File: src/rtl/dcache_controller_if.sv
// Bus bundle between the D-cache controller, the MEM stage, the cache SRAM and data memory.
// master = controller side; slave = CPU/SRAM/memory side.
interface dcache_controller_if;
    logic [31:0]  cpu_addr;
    logic [31:0]  cpu_wr_data;
    logic         cpu_mem_read;
    logic         cpu_mem_write;
    logic [31:0]  cpu_rd_data;
    logic         cpu_stall;

    logic [3:0]   sram_addr;
    logic [24:0]  sram_wr_tag;
    logic [255:0] sram_wr_data;
    logic         sram_enable;
    logic         sram_write;
    logic [24:0]  sram_rd_tag;
    logic [255:0] sram_rd_data;
    logic         sram_hit;

    logic [31:0]  mem_addr;
    logic [255:0] mem_wr_data;
    logic         mem_enable;
    logic         mem_write;
    logic [255:0] mem_rd_data;
    logic         mem_ack;

    modport master (
        input  cpu_addr, cpu_wr_data, cpu_mem_read, cpu_mem_write,
        output cpu_rd_data, cpu_stall,
        output sram_addr, sram_wr_tag, sram_wr_data, sram_enable, sram_write,
        input  sram_rd_tag, sram_rd_data, sram_hit,
        output mem_addr, mem_wr_data, mem_enable, mem_write,
        input  mem_rd_data, mem_ack
    );

    modport slave (
        output cpu_addr, cpu_wr_data, cpu_mem_read, cpu_mem_write,
        input  cpu_rd_data, cpu_stall,
        input  sram_addr, sram_wr_tag, sram_wr_data, sram_enable, sram_write,
        output sram_rd_tag, sram_rd_data, sram_hit,
        input  mem_addr, mem_wr_data, mem_enable, mem_write,
        output mem_rd_data, mem_ack
    );
endinterface

File: src/rtl/dcache_controller.sv
// Controller for a 2-way, 16-set, 32-byte-line write-back/write-allocate data cache.
// Serves hits in IDLE; on a miss writes back a dirty victim, refills the line and re-looks it up.
module dcache_controller (
    input  logic                clk,
    input  logic                rst_n,
    dcache_controller_if.master bus
);
    typedef enum logic [1:0] {StIdle, StWriteback, StReadmiss, StRefillDone} state_e;

    state_e       state_q, state_d;
    logic [31:0]  mem_addr_q, mem_addr_d;
    logic [255:0] mem_data_q, mem_data_d;
    logic         mem_enable_q, mem_enable_d;
    logic         mem_write_q, mem_write_d;
    logic [22:0]  req_tag_q, req_tag_d;
    logic [3:0]   req_idx_q, req_idx_d;

    logic         req;
    logic         victim_dirty;
    logic [22:0]  cpu_tag;
    logic [3:0]   cpu_idx;
    logic [2:0]   cpu_word;
    logic [255:0] merged_line;
    logic         unused_addr_bits;

    assign req              = bus.cpu_mem_read | bus.cpu_mem_write;
    assign cpu_tag          = bus.cpu_addr[31:9];
    assign cpu_idx          = bus.cpu_addr[8:5];
    assign cpu_word         = bus.cpu_addr[4:2];
    assign victim_dirty     = (bus.sram_rd_tag[24:23] == 2'b11);
    assign unused_addr_bits = ^bus.cpu_addr[1:0];

    assign bus.sram_addr   = cpu_idx;
    assign bus.mem_addr    = mem_addr_q;
    assign bus.mem_wr_data = mem_data_q;
    assign bus.mem_enable  = mem_enable_q;
    assign bus.mem_write   = mem_write_q;

    always_comb begin
        merged_line = bus.sram_rd_data;
        merged_line[{cpu_word, 5'b0} +: 32] = bus.cpu_wr_data;
    end

    always_comb begin
        state_d          = state_q;
        mem_addr_d       = mem_addr_q;
        mem_data_d       = mem_data_q;
        mem_enable_d     = mem_enable_q;
        mem_write_d      = mem_write_q;
        req_tag_d        = req_tag_q;
        req_idx_d        = req_idx_q;
        bus.cpu_rd_data  = 32'h0;
        bus.cpu_stall    = 1'b1;
        bus.sram_enable  = 1'b0;
        bus.sram_write   = 1'b0;
        bus.sram_wr_tag  = {2'b10, req_tag_q};
        bus.sram_wr_data = bus.mem_rd_data;

        unique case (state_q)
            StIdle: begin
                bus.cpu_stall    = 1'b0;
                bus.sram_enable  = req;
                // Tag bits [22:0] double as the lookup key, so they are driven even for loads.
                bus.sram_wr_tag  = {{2{bus.cpu_mem_write}}, cpu_tag};
                bus.sram_wr_data = merged_line;
                if (req && bus.sram_hit) begin
                    if (bus.cpu_mem_read) begin
                        bus.cpu_rd_data = bus.sram_rd_data[{cpu_word, 5'b0} +: 32];
                    end
                    bus.sram_write = bus.cpu_mem_write;
                end else if (req) begin
                    bus.cpu_stall = 1'b1;
                    req_tag_d     = cpu_tag;
                    req_idx_d     = cpu_idx;
                    mem_enable_d  = 1'b1;
                    if (victim_dirty) begin
                        mem_write_d = 1'b1;
                        mem_addr_d  = {bus.sram_rd_tag[22:0], cpu_idx, 5'b0};
                        mem_data_d  = bus.sram_rd_data;
                        state_d     = StWriteback;
                    end else begin
                        mem_write_d = 1'b0;
                        mem_addr_d  = {cpu_tag, cpu_idx, 5'b0};
                        state_d     = StReadmiss;
                    end
                end
            end
            StWriteback: begin
                if (bus.mem_ack) begin
                    mem_write_d = 1'b0;
                    mem_addr_d  = {req_tag_q, req_idx_q, 5'b0};
                    state_d     = StReadmiss;
                end
            end
            StReadmiss: begin
                if (bus.mem_ack) begin
                    bus.sram_enable = 1'b1;
                    bus.sram_write  = 1'b1;
                    mem_enable_d    = 1'b0;
                    state_d         = StRefillDone;
                end
            end
            StRefillDone: state_d = StIdle;
            default:      state_d = StIdle;
        endcase
    end

    always_ff @(posedge clk or negedge rst_n) begin
        if (!rst_n) begin
            state_q      <= StIdle;
            mem_addr_q   <= 32'h0;
            mem_data_q   <= '0;
            mem_enable_q <= 1'b0;
            mem_write_q  <= 1'b0;
            req_tag_q    <= '0;
            req_idx_q    <= '0;
        end else begin
            state_q      <= state_d;
            mem_addr_q   <= mem_addr_d;
            mem_data_q   <= mem_data_d;
            mem_enable_q <= mem_enable_d;
            mem_write_q  <= mem_write_d;
            req_tag_q    <= req_tag_d;
            req_idx_q    <= req_idx_d;
        end
    end
endmodule

File: src/flat_wrapper.sv
// flat-port wrapper written by rule: the top's interface ports become plain ports
module dcache_controller_flat 
  (clk, rst_n, bus_cpu_addr, bus_cpu_wr_data, bus_cpu_mem_read, bus_cpu_mem_write, bus_cpu_rd_data, bus_cpu_stall, bus_sram_addr, bus_sram_wr_tag, bus_sram_wr_data, bus_sram_enable, bus_sram_write, bus_sram_rd_tag, bus_sram_rd_data, bus_sram_hit, bus_mem_addr, bus_mem_wr_data, bus_mem_enable, bus_mem_write, bus_mem_rd_data, bus_mem_ack);
  dcache_controller_if bus_i ();
  input  logic clk;
  input  logic rst_n;
  input wire logic [$bits(bus_i.cpu_addr)-1:0] bus_cpu_addr;
  input wire logic [$bits(bus_i.cpu_wr_data)-1:0] bus_cpu_wr_data;
  input wire logic [$bits(bus_i.cpu_mem_read)-1:0] bus_cpu_mem_read;
  input wire logic [$bits(bus_i.cpu_mem_write)-1:0] bus_cpu_mem_write;
  output wire logic [$bits(bus_i.cpu_rd_data)-1:0] bus_cpu_rd_data;
  output wire logic [$bits(bus_i.cpu_stall)-1:0] bus_cpu_stall;
  output wire logic [$bits(bus_i.sram_addr)-1:0] bus_sram_addr;
  output wire logic [$bits(bus_i.sram_wr_tag)-1:0] bus_sram_wr_tag;
  output wire logic [$bits(bus_i.sram_wr_data)-1:0] bus_sram_wr_data;
  output wire logic [$bits(bus_i.sram_enable)-1:0] bus_sram_enable;
  output wire logic [$bits(bus_i.sram_write)-1:0] bus_sram_write;
  input wire logic [$bits(bus_i.sram_rd_tag)-1:0] bus_sram_rd_tag;
  input wire logic [$bits(bus_i.sram_rd_data)-1:0] bus_sram_rd_data;
  input wire logic [$bits(bus_i.sram_hit)-1:0] bus_sram_hit;
  output wire logic [$bits(bus_i.mem_addr)-1:0] bus_mem_addr;
  output wire logic [$bits(bus_i.mem_wr_data)-1:0] bus_mem_wr_data;
  output wire logic [$bits(bus_i.mem_enable)-1:0] bus_mem_enable;
  output wire logic [$bits(bus_i.mem_write)-1:0] bus_mem_write;
  input wire logic [$bits(bus_i.mem_rd_data)-1:0] bus_mem_rd_data;
  input wire logic [$bits(bus_i.mem_ack)-1:0] bus_mem_ack;
  assign bus_i.cpu_addr = bus_cpu_addr;
  assign bus_i.cpu_wr_data = bus_cpu_wr_data;
  assign bus_i.cpu_mem_read = bus_cpu_mem_read;
  assign bus_i.cpu_mem_write = bus_cpu_mem_write;
  assign bus_cpu_rd_data = bus_i.cpu_rd_data;
  assign bus_cpu_stall = bus_i.cpu_stall;
  assign bus_sram_addr = bus_i.sram_addr;
  assign bus_sram_wr_tag = bus_i.sram_wr_tag;
  assign bus_sram_wr_data = bus_i.sram_wr_data;
  assign bus_sram_enable = bus_i.sram_enable;
  assign bus_sram_write = bus_i.sram_write;
  assign bus_i.sram_rd_tag = bus_sram_rd_tag;
  assign bus_i.sram_rd_data = bus_sram_rd_data;
  assign bus_i.sram_hit = bus_sram_hit;
  assign bus_mem_addr = bus_i.mem_addr;
  assign bus_mem_wr_data = bus_i.mem_wr_data;
  assign bus_mem_enable = bus_i.mem_enable;
  assign bus_mem_write = bus_i.mem_write;
  assign bus_i.mem_rd_data = bus_mem_rd_data;
  assign bus_i.mem_ack = bus_mem_ack;
  dcache_controller u_core (.clk(clk), .rst_n(rst_n), .bus(bus_i));
endmodule
File: config.mk
export PLATFORM = sky130hd
export DESIGN_NAME = dcache_controller_flat
export DESIGN_NICKNAME = d
export VERILOG_FILES = /design/src/rtl/dcache_controller_if.sv /design/src/rtl/dcache_controller.sv /design/src/flat_wrapper.sv
export SDC_FILE = /design/constraint.sdc
export NUM_CORES = 1
export LEC_CHECK = 0
export ABC_AREA = 1
export BUFFER_PORTS_ARGS = -buffer_cell sky130_fd_sc_hd__buf_2
export CORE_AREA = 2 2 475 477
export CTS_CLUSTER_DIAMETER = 100
export DETAILED_ROUTE_END_ITERATION = 7
export DIE_AREA = 0 0 477 479
export GPL_TIMING_DRIVEN = 0
export SLEW_MARGIN = 20
export SYNTH_ARGS = -nofsm -noshare
export SYNTH_HDL_FRONTEND = slang
export SYNTH_SLANG_ARGS = --single-unit
File: constraint.sdc
create_clock -name clk -period 2.6 [get_ports clk]
set_input_delay 0.39 -clock clk [delete_from_list [all_inputs] [get_ports clk]]
set_output_delay 0.39 -clock clk [all_outputs]
set_load 0.005 [all_outputs]
After elaboration in Yosys (flattened, before gate mapping). Cells that the tools add are included.

Flip-flop bits (word level): 319. Output and inout port bits: 610.

Bitwise gates (word level): 2. Shift operators: 3. Muxes and demuxes: 32. Equal/unequal tests: 8. $add $sub $neg: 1. Reduce and logical (&&, ||, !) cells: 9.

Operators with widths (number): $bwmux 256 (1); $mux 256 (1); $shift 32x10->256 const A (1); $shiftx 256x9->32 (1); $shiftx 32x10->256 (1); $mux 32 (7); $pmux 32 s2 (1); $mux 25 (1); $reduce_and 4->1 (4); $mux 1 (11); $mux 2 (5); $neg 8->10 (1); $pmux 1 s2 (4); $pmux 2 s4 (1); $eq 2x2->1 const B (3); $ne 2x2->1 const B (3); $reduce_bool 2->1 (2); $reduce_and 3->1 (1); $eq 2x1->1 const B (1); $logic_not 2->1 (1); $ne 2x1->1 const B (1); $logic_and 1x1->1 (1); $not 1->1 (1); $or 1x1->1 (1).

Longest topological paths before layout.
Word-level depth: 5. Depth in mapped cells: 15.

Least setup slack after synthesis. OpenSTA, ideal clock, no wires.

Path type: input -> output. Start point: input port bus_cpu_addr[2]. End point: output port bus_sram_wr_data[12]. Arrival time: 2404 ps. Slack: -194 ps. Path buffers: 4. Cell stages on the path: 14. Cells stage by stage: buf_2 -> inv_2 -> buf_2 -> clkbuf_1 -> ha_1 -> ha_1 -> inv_1 -> nand2_1 -> nor2_2 -> nand2_1 -> clkbuf_1 -> nand2_1 -> nand3_1 -> nand2_1.

Longest elaborated chain between the ends: 4.

Ends and longest elaborated chain: from (decl) (RTL line flat_wrapper.sv:7) `input wire logic [$bits(bus_i.cpu_addr)-1:0] bus_cpu_addr;`; $neg 8->10 (*) (RTL line dcache_controller.sv:41) `merged_line[{cpu_word, 5'b0} +: 32] = bus.cpu_wr_data;`; $shiftx 32x10->256 / $shift 32x10->256 (equally long branches) (RTL line dcache_controller.sv:41); $bwmux 256 (*) (RTL line dcache_controller.sv:41); $mux 256 (*) (RTL line dcache_controller.sv:59) `unique case (state_q)`; to (decl) (RTL line flat_wrapper.sv:15) `output wire logic [$bits(bus_i.sram_wr_data)-1:0] bus_sram_wr_data;`.

Mark *: on every way between the ends. The rest lies on a longest branch, timed or not.

Final worst setup path.
Start point: input port bus_cpu_addr[3]. End point: output port bus_sram_wr_data[201].

Same word-level chain as after synthesis.

==> impl_metrics.yaml <==
status:
  status: "finished with violations"
  violations: "setup timing"
floorplanning:
  io_pins: 1217
  dieArea_sq_um: 228500
  start_util_pct: 10.09
  dieHeight_um: 479
  row_count: 174
  core_sq_um: 223600
  fp.dieW_um: 477
synth:
  synthTopCellsByArea: "dfrtp_1 35%, nand2_1 28%, nand3_1 15%"
  yosysTopAreaCellShare_pct: 34.82
  ys_seq_elements: 314
  yosysSeqAreaShare_pct: 34.82
  syn_area_per_cell_sq_um: 5.940
  synth_top_area_cell: "dfrtp_1"
  yosysWarnings: 0
  syn_inst: 3799
  synth.distinct_cells: 25
  syn_area_sq_um: 22570
cts:
  cts_root_buf: "clkbuf_16"
  clk_pin_slew_ns: 0.06
  cts_tree: "done"
  clock_sinks: 314
  cts_buffer_depth: 3
  cts-htree-levels: 2
  insertion_delay_ns: 0.68
  cts_buffers: 46
power_and_ir_drop:
  p_switching_mw: 24.87
  intPower_mw: 25.24
  p_leak_nw: 23.01
  share_seq_of_total_power_pct: 17.3
  switching_share_pct: 49.63
  p_total_mw: 50.12
  pwr-share-clk_pct: 14.1
  ir_drop_mv: 0.4957
  combPwrFrac_pct: 68.6
  power_density_nw_per_um2: 1066
critical_path:
  start_kind: "input pin"
  cp.required_ns: 2.21
  cp_slowest_stage_delay_ns: 0.31
  critPathArrivalTime_ns: 2.56
  crit_buf_inv: 7
  slowest_stage: "ha_4"
  path_max_fanout: 10
  cpLargestDelayFamily: "buffers and inverters"
  crit_chain: "buf_12 > clkinvlp_4 > buf_12 > buf_12 > ha_4 > ha_4 > buf_6 > nor2_4 > nand2_4 > buf_6 > nand2_1 > nand3_2 > nand2_2 > buf_2"
  r2r_start: "u_core.state_q[0]$_DFFE_PN0P_"
  cpMostUsedCell: "buf_12"
  end_kind: "output pin"
  crit_type: "in2out"
  worstSetupStartpoint: "bus_cpu_addr[3]"
global_routing:
  grt_max_degree: 83
  grt_pass1_wl_um: 370300
  overflow: 0
  grtUsageTotal_pct: 25.49
  grt_pass1_vias: 32610
  antenna_found_initial: 260
detailed_routing:
  first_pass_iters: 8
  routed_wl_um: 305700
  wl_per_cell_um: 36.50
  top_layer_used: "met5"
  met2_length_um: 133600
  wl_met1_um: 116400
  drtAntennaViolNets: 0
  met3_length_um: 34570
  num_vias: 34720
  vias_per_cell: 4.146
  drtIter0Drc: 3686
  drc: 0
sta:
  rsz0062_at_grt: "true"
  slew-limit-headroom_pct: 15.94
  fin_ws_ns: -0.3485
  hold_violations: 0
  setup_violations: 454
  fin_skew_ns: 0.02572
  worst_pin_slew_ns: 1.261
  max_freq_mhz: 339.2
  hold_slack_ns: 0.04330
  final_max_slew_viol_count: 0
  period_needed_ns: 2.949
  fin_crit_sh_pct: 113.4
layout:
  mostFrequentLayoutCells: "1123 x nand2_1, 1046 x buf_2, 347 x nand3_1"
  ff_latch_area_sq_um: 7858
  multiInputGateArea_sq_um: 18970
  layout_commonest_cell: "nand2_1"
  fin_area_sq_um: 47010
  area_growth_pct: 108.3
  nFillCells: 25200
  layout.nets: 5859
  post-route-util_pct: 21.02
  drive_gt1_share_pct: 50.42
hold_path:
  hp-start: "bus_cpu_addr[16]"
  hold_path.class: "in2reg"
placement:
  io_buffer_count: 1209
  place_area_sq_um: 32530
  place.gp.congestion: 1.009
  post-dp-hpwl_um: 265100
job:
  drv_cap: 0
==> cell usage after synthesis <==
cell type and number:
or2_2 1, buf_2 109, o21ai_0 84, nand2_1 1698
dfrtp_1 314, nand3_1 665, nor3_4 1, o21a_1 1
o21ai_1 227, inv_2 4, conb_1 1, and2_1 1
inv_1 353, nor2_1 102, nand2_2 2, buf_6 1
nor2_2 3, ha_1 9, nand4_1 34, clkinv_1 2
buf_1 28, mux2i_1 3, clkbuf_1 143, o22ai_1 1
buf_4 12
==> worst register-to-register path, delay by kind of cell (launching register included) <==
kind	cells	cell delay, ns
buffers and inverters	5	1.06
and+or+nand+nor	2	0.72
DFF	1	0.39
AOI/OAI and AO/OA	1	0.39
adders and majority gates	1	0.14
==> power groups by stage <==
stage / registers (mW) / logic, mW / clock network [mW]
after global routing: 8.90 / 36.1 / 7.36
after detailed placement: 8.60 / 22.9 / 0
after global placement: 8.59 / 22.8 / 0
after floorplan: 8.73 / 7.66 / 0
final: 8.66 / 34.4 / 7.08
after CTS: 8.57 / 30.8 / 7.25
==> through the flow <==
stage | worst slack (ns) | cells | setup TNS [ns]
2_1_floorplan | -0.02159 | 3803 | -1.397
3_3_place_gp | -6.106 | 8004 | -2623.77
3_5_place_dp | -2.295 | 8008 | -738.28
4_1_cts | -0.4214 | 8243 | -98.80
5_1_grt | -0.3728 | 8323 | -107.29
6_report | -0.3485 | 8376 | -84.39
==> registers in the layout, indices dropped and copies added (netlist names) <==
signal                  flops
u_core.bus.mem_addr        27
u_core.req_tag_q           23
u_core.bus.mem_write        1
u_core.bus.mem_wr_data    256
u_core.req_idx_q            4
u_core.bus.mem_enable       1
u_core.state_q              2
==> logic make-up (layout without fill, tap and decap cells) <==
family | after synthesis | count (layout) | share of synthesized area (%)
buf+inv | 652 | 2125 | 11.68
other cells | 1 | 113 | 0.01662
compound gates | 313 | 313 | 6.958
mux | 3 | 3 | 0.1331
simple gates | 2507 | 2507 | 45.89
flops | 314 | 314 | 34.82
fa+ha+maj | 9 | 9 | 0.4990
==> layer usage <==
metal | track usage [%] | vias up
met5 | 0 | -
met4 | 13.49 | 164
met3 | 10.49 | 639
met2 | 39.95 | 2339
met1 | 29.58 | 16560
li1 | - | 15030
==> cell type report <==
class,count,area share [%]
diodes,108,0.5749
plain buffers,282,6.322
clock buffers,56,2.656
clock inverters,25,0.8464
inverters,359,3.058
multi-input cells,2837,40.36
flip-flops and latches,314,16.72
well taps,2992,7.964
repair buffers,1403,21.51
==> worst paths after layout <==
| kind | endpoint | slack (ns) | cells after the start |
|---|---|---|---|
| worst max-delay path | bus_sram_wr_data[201] | -0.35 | 14 |
| worst min-delay path | u_core.req_tag_q[7]$_DFFE_PN0P_ | 0.04 | 3 |
| worst max register to register | u_core.bus.mem_wr_data[221]$_DFFE_PN0P_ | -0.19 | 9 |
| worst min register to register | u_core.bus.mem_enable$_DFFE_PN0P_ | 0.48 | 2 |
| max in group asynchronous | u_core.bus.mem_wr_data[249]$_DFFE_PN0P_ | 1.24 | 4 |
| min in group asynchronous | u_core.bus.mem_wr_data[7]$_DFFE_PN0P_ | 0.12 | 2 |
==> what timing repair did <==
action                     4_1_cts  5_1_grt
pin swaps                      187      169
hold endpoints to repair       268        0
buffers inserted                81       31
cloned                          41       13
hold buffers                    35        0
setup endpoints to repair      571      370
gates resized for setup       1739      918
(Power assumes the default switching activity.)
